File: src/rtl/fifo_arb_pkg.sv
// Shared types and helpers for the FIFO write-port arbiter.
// Holds the arbiter state encoding and the circular index step.
package fifo_arb_pkg;

  typedef enum logic {
    IDLE,
    LOCKED
  } state_t;

  function automatic int gid_width(input int n);
    return (n > 1) ? $clog2(n) : 1;
  endfunction

  function automatic int rr_next(input int idx, input int n);
    return (idx >= n - 1) ? 0 : idx + 1;
  endfunction

  localparam int NREQ_DEF = 4;
  localparam int GID_W = gid_width(NREQ_DEF);

endpackage

File: src/rtl/rr_picker.sv
// Circular first-valid search starting at the round-robin pointer.
// Purely combinational; sel falls back to rr_ptr when nothing is valid.
module rr_picker
  import fifo_arb_pkg::*;
#(
  parameter int NREQ = 4,
  parameter int GW   = 2
) (
  input  logic [NREQ-1:0] req_valid,
  input  logic [GW-1:0]   rr_ptr,
  output logic            found,
  output logic [GW-1:0]   sel
);

  int idx;

  always_comb begin
    found = 1'b0;
    sel   = rr_ptr;
    idx   = int'(rr_ptr);
    for (int k = 0; k < NREQ; k++) begin
      if (!found && req_valid[idx]) begin
        found = 1'b1;
        sel   = GW'(idx);
      end
      idx = rr_next(idx, NREQ);
    end
  end

endmodule

File: src/rtl/fifo_wr_arbiter.sv
// Round-robin arbiter for the async FIFO write port, write-clock domain.
// Bursts lock the port to one owner until last beat or idle timeout.
module fifo_wr_arbiter
  import fifo_arb_pkg::*;
#(
  parameter int DATASIZE = 8,
  parameter int NREQ     = 4,
  parameter int TIMEOUT  = 16,
  localparam int GW      = gid_width(NREQ)
) (
  input  logic                     wclk,
  input  logic                     wrst_n,
  input  logic [NREQ-1:0]          req_valid,
  input  logic [NREQ*DATASIZE-1:0] req_data,
  input  logic [NREQ-1:0]          req_last,
  output logic [NREQ-1:0]          req_ready,
  input  logic                     wfull,
  output logic                     winc,
  output logic [DATASIZE-1:0]      wdata,
  output logic [GW-1:0]            grant_id,
  output logic                     locked,
  output logic                     abort
);

  localparam logic [7:0] TMO = 8'(TIMEOUT - 1);

  state_t        state, state_n;
  logic [GW-1:0] rr_ptr, rr_n;
  logic [GW-1:0] owner, owner_n;
  logic [GW-1:0] pick, sel, nxt_sel;
  logic [7:0]    idle_cnt, cnt_n;
  logic          found, pick_ok, active;
  logic          last, abort_n;

  rr_picker #(
    .NREQ (NREQ),
    .GW   (GW)
  ) u_pick (
    .req_valid (req_valid),
    .rr_ptr    (rr_ptr),
    .found     (found),
    .sel       (pick)
  );

  // keep the port quiet while reset is held
  assign pick_ok  = found & wrst_n;
  assign locked   = (state == LOCKED);
  assign sel      = locked ? owner
                  : (pick_ok ? pick : rr_ptr);
  assign active   = locked | pick_ok;
  assign grant_id = sel;
  assign last     = req_last[sel];
  assign nxt_sel  = GW'(rr_next(int'(sel), NREQ));

  always_comb begin
    req_ready = '0;
    if (active && !wfull)
      req_ready[sel] = 1'b1;
  end

  assign winc  = |(req_valid & req_ready);
  assign wdata = req_data[int'(sel)*DATASIZE +: DATASIZE];

  always_comb begin
    state_n = state;
    rr_n    = rr_ptr;
    owner_n = owner;
    cnt_n   = idle_cnt;
    abort_n = 1'b0;
    unique case (state)
      IDLE: begin
        if (winc) begin
          if (last) begin
            rr_n = nxt_sel;
          end else begin
            state_n = LOCKED;
            owner_n = sel;
            cnt_n   = '0;
          end
        end
      end
      LOCKED: begin
        if (winc) begin
          cnt_n = '0;
          if (last) begin
            state_n = IDLE;
            rr_n    = nxt_sel;
          end
        end else if (!req_valid[owner] && !wfull) begin
          // a full FIFO is not owner idleness
          if (idle_cnt == TMO) begin
            state_n = IDLE;
            rr_n    = nxt_sel;
            cnt_n   = '0;
            abort_n = 1'b1;
          end else begin
            cnt_n = idle_cnt + 8'd1;
          end
        end
      end
    endcase
  end

  always_ff @(posedge wclk or negedge wrst_n) begin
    if (!wrst_n) begin
      state    <= IDLE;
      rr_ptr   <= '0;
      owner    <= '0;
      idle_cnt <= '0;
      abort    <= 1'b0;
    end else begin
      state    <= state_n;
      rr_ptr   <= rr_n;
      owner    <= owner_n;
      idle_cnt <= cnt_n;
      abort    <= abort_n;
    end
  end

endmodule
File: config.mk
export PLATFORM = sky130hd
export DESIGN_NAME = fifo_wr_arbiter
export DESIGN_NICKNAME = d
export VERILOG_FILES = /design/src/rtl/fifo_arb_pkg.sv /design/src/rtl/rr_picker.sv /design/src/rtl/fifo_wr_arbiter.sv
export SDC_FILE = /design/constraint.sdc
export NUM_CORES = 1
export LEC_CHECK = 0
export CAP_MARGIN = 15
export CORE_ASPECT_RATIO = 1.4
export CORE_MARGIN = 10
export CORE_UTILIZATION = 42
export CTS_CLUSTER_SIZE = 30
export DETAILED_ROUTE_END_ITERATION = 8
export HOLD_SLACK_MARGIN = 0.06
export PLACE_DENSITY_LB_ADDON = 0.25
export SYNTH_ARGS = -nofsm -noshare
export SYNTH_HDL_FRONTEND = slang
export SYNTH_SLANG_ARGS = --single-unit
export TNS_END_PERCENT = 20
File: constraint.sdc
create_clock -name wclk -period 4.55 [get_ports wclk]
set_input_delay 0.91 -clock wclk [delete_from_list [all_inputs] [get_ports wclk]]
set_output_delay 0.91 -clock wclk [all_outputs]
set_load 0.05 [all_outputs]
==> flow_summary.yaml <==
floorplanning:
  die_w_um: 74.56
  die_h_um: 96.39
  die_area_um2: 7186
  ioPinCount: 60
  core_area_um2: 3986
  rows: 27
  initial_core_util_pct: 43.91
cells_and_area:
  fin_nets: 377
  area_growth_pct: 67.91
  fillers: 307
  drive_gt1_share_pct: 28.75
  fin_cells: 370
  antenna_cells: 0
placed_design:
  place_inst: 351
  hpwl_um: 4661
  port_buffers: 59
  gp_congestion: 0.9364
clock_network:
  cts_inserted_buffers: 3
  cts_buffer_depth: 2
  cts_tree: "done"
  cts_root_buf: "clkbuf_8"
  clock_latency_ps: 250
  cts-hold-fix-buffers: 0
  htreeDepth: 1
  clk_pin_slew_ps: 60
  clock-sinks: 14
yosys:
  synth_mux_area_share_pct: 16.94
  synth_top_cells_by_count: "nor2_1 (25), o21ai_0 (19), inv_1 (17)"
  ys_seq_elements: 14
  ys_types: 49
  synthAdderAreaFrac_pct: 4.289
  yosysTopAreaCellShare_pct: 20.01
  yosys_warnings: 0
  synth-xor-area-share_pct: 0.5004
  seq_area_frac_synth_pct: 20.01
  synth_largest_area_cell: "dfrtp_1"
  avgSynthCellArea_um2: 7.545
  syn_nets: 281
  synthFlopType: "dfrtp_1"
  synth_top_family_by_area: "compound AO/OA/AOI/OAI gates"
  synth_most_common_cell: "nor2_1"
  synth-edff-count: 0
  async_flop_share_pct: 100.0
  synthCells: 232
  synth_compound_area_share_pct: 28.88
  synthSimpleGateAreaFrac_pct: 21.37
  synth_area_leaders: "dfrtp_1 (20%), mux2_2 (7.1%), o21ai_0 (5.4%), nor2_1 (5.4%), mux2i_1 (5.1%)"
  syn_area_um2: 1750
sta:
  slew_headroom_pct: 62.79
  min_period_over_period_pct: 96.93
  tightestPinTransition_ps: 558.2
  timing.hold.ws_ps: 514.0
  finalSetupViolCount: 0
  drv_slew: 0
  clock.fmax_ghz: 0.2267
  finalSetupTns_ps: 0
  rsz0062_at_grt: "no"
  hold_viol_final: 0
  layout_min_cycle_time_ps: 4410
  skew_ps: 1.593
detailed_routing:
  firstDrtPassIters: 4
  drt-total-wl_um: 6058
  viasPerCell: 5.684
  via_count: 2103
  ant_nets: 0
  wl_per_cell_um: 16.37
  drt_iter0_markers: 143
  drc: 0
power:
  power_density_nw_per_um2: 954.5
  p_leak_nw: 1.292
  ir_worst_vdd_v: 0.0008243
global_routing:
  grt_usage_pct: 16.89
  grt_pass1_vias: 2110
  grt_max_degree: 25
  grt_overflow: 0
  grt_pass1_wl_um: 9708
  grt_antenna_before_repair: 0
worst_setup_path:
  crit_path_start_kind: "input port"
  crit_type: "in2out"
  required_ps: 3640
  arrival_ps: 3500
  worstSetupEndpointType: "output pin"
  cp_max_fo: 7
flow_run:
  max_cap_viol_count: 0
status:
  status: "complete, no violations"
hold_path:
  hold_class: "reg2reg"
-- cells in the final DEF (no fill, tap or decap), drive strengths merged, types with 3 or more instances in the layout --
master	count
inv	18
nor2b	5
nor2	26
a31oi	7
nand3	7
clkbuf	5
o31ai	3
a21oi	14
a22oi	6
mux2	12
or3	6
ha	6
and2	5
o22ai	3
clkdlybuf4s50	40
mux4	3
buf	61
nand2	12
dlymetal6s2s	3
nor3	8
mux2i	9
dfrtp	14
nand2b	3
o21ai	20
-- per-layer routing --
metal / track usage, % / routed length [um] / vias up
met4: 7.278 / 178 / 0
met2: 33.55 / 3466 / 66
met5: 0 / 0 / -
met3: 2.449 / 235 / 14
li1: - / - / 1047
met1: 16.57 / 2177 / 976
-- where the power goes --
part	internal (mW)	switching [mW]
Sequential	0.179	0.0601
Clock	0.0767	0.0452
Combinational	1.17	1.28
Total	1.43	1.38
-- final timing paths --
path                                    startpoint                      end  depth (start not counted)  slack [ps]
min in group asynchronous                   wrst_n  idle_cnt[6]$_DFFE_PN0P_                          2        1070
max                                   req_valid[3]                     winc                         14         140
max in group asynchronous                   wrst_n    rr_ptr[0]$_DFFE_PN0P_                          2        3310
min                        idle_cnt[0]$_DFFE_PN0P_  idle_cnt[0]$_DFFE_PN0P_                          1         510
min reg2reg                idle_cnt[0]$_DFFE_PN0P_  idle_cnt[0]$_DFFE_PN0P_                          1         510
max reg2reg                  rr_ptr[1]$_DFFE_PN0P_    rr_ptr[0]$_DFFE_PN0P_                         19         260
-- kinds of logic after synthesis --
group / Yosys count
flip-flops: 14
multiplexers: 24
XOR/XNOR: 1
AND/OR/NAND/NOR: 77
adder cells (fa/ha/maj): 6
buffers and inverters: 33
AO/OA/AOI/OAI: 77
-- cell type report --
class | count | area, um2 | share of cell area, %
timing repair buffer | 106 | 1111 | 37.80
multi-input combinational | 185 | 1299 | 44.19
inverter | 18 | 70.07 | 2.384
tap | 43 | 53.80 | 1.831
sequential | 14 | 350.3 | 11.92
clock buffer | 4 | 55.05 | 1.873
-- state kept, by name (all words and copies together), names as in the netlist --
| name | cells |
|---|---|
| abort | 1 |
| rr_ptr | 2 |
| owner | 2 |
| locked | 1 |
| idle_cnt | 8 |
-- worst max-delay path, stage by stage --
cell           delay (ps)
dlygate4sd2_1         310
mux4_2                540
inv_4                  90
o21ai_0               100
o31a_1                130
o21a_1                210
nor2_4                260
inv_2                  70
ha_2                  180
a22oi_1               180
nand2_1               100
o211ai_1              150
inv_2                  90
buf_8                 160
-- repair_timing --
item	in CTS	in global routing
setup buffers	10	4
pin swaps	4	3
gates cloned	0	1
resized for setup	11	12
endpoints found under the setup margin	9	19
-- per-stage QoR --
step	power, mW	util (%)	instance area [um2]	setup WS, ps
after detailed placement	2.476	67.23	2680	-155.7
after global placement	2.454	67.23	2680	-141.8
after CTS	2.692	71.34	2844	2.885
after floorplan	1.568	-	1767	4.710
after global routing	2.996	73.73	2939	25.77
final	2.805	73.73	2939	139.5
No activity file was read; power rests on OpenSTA's default activity.
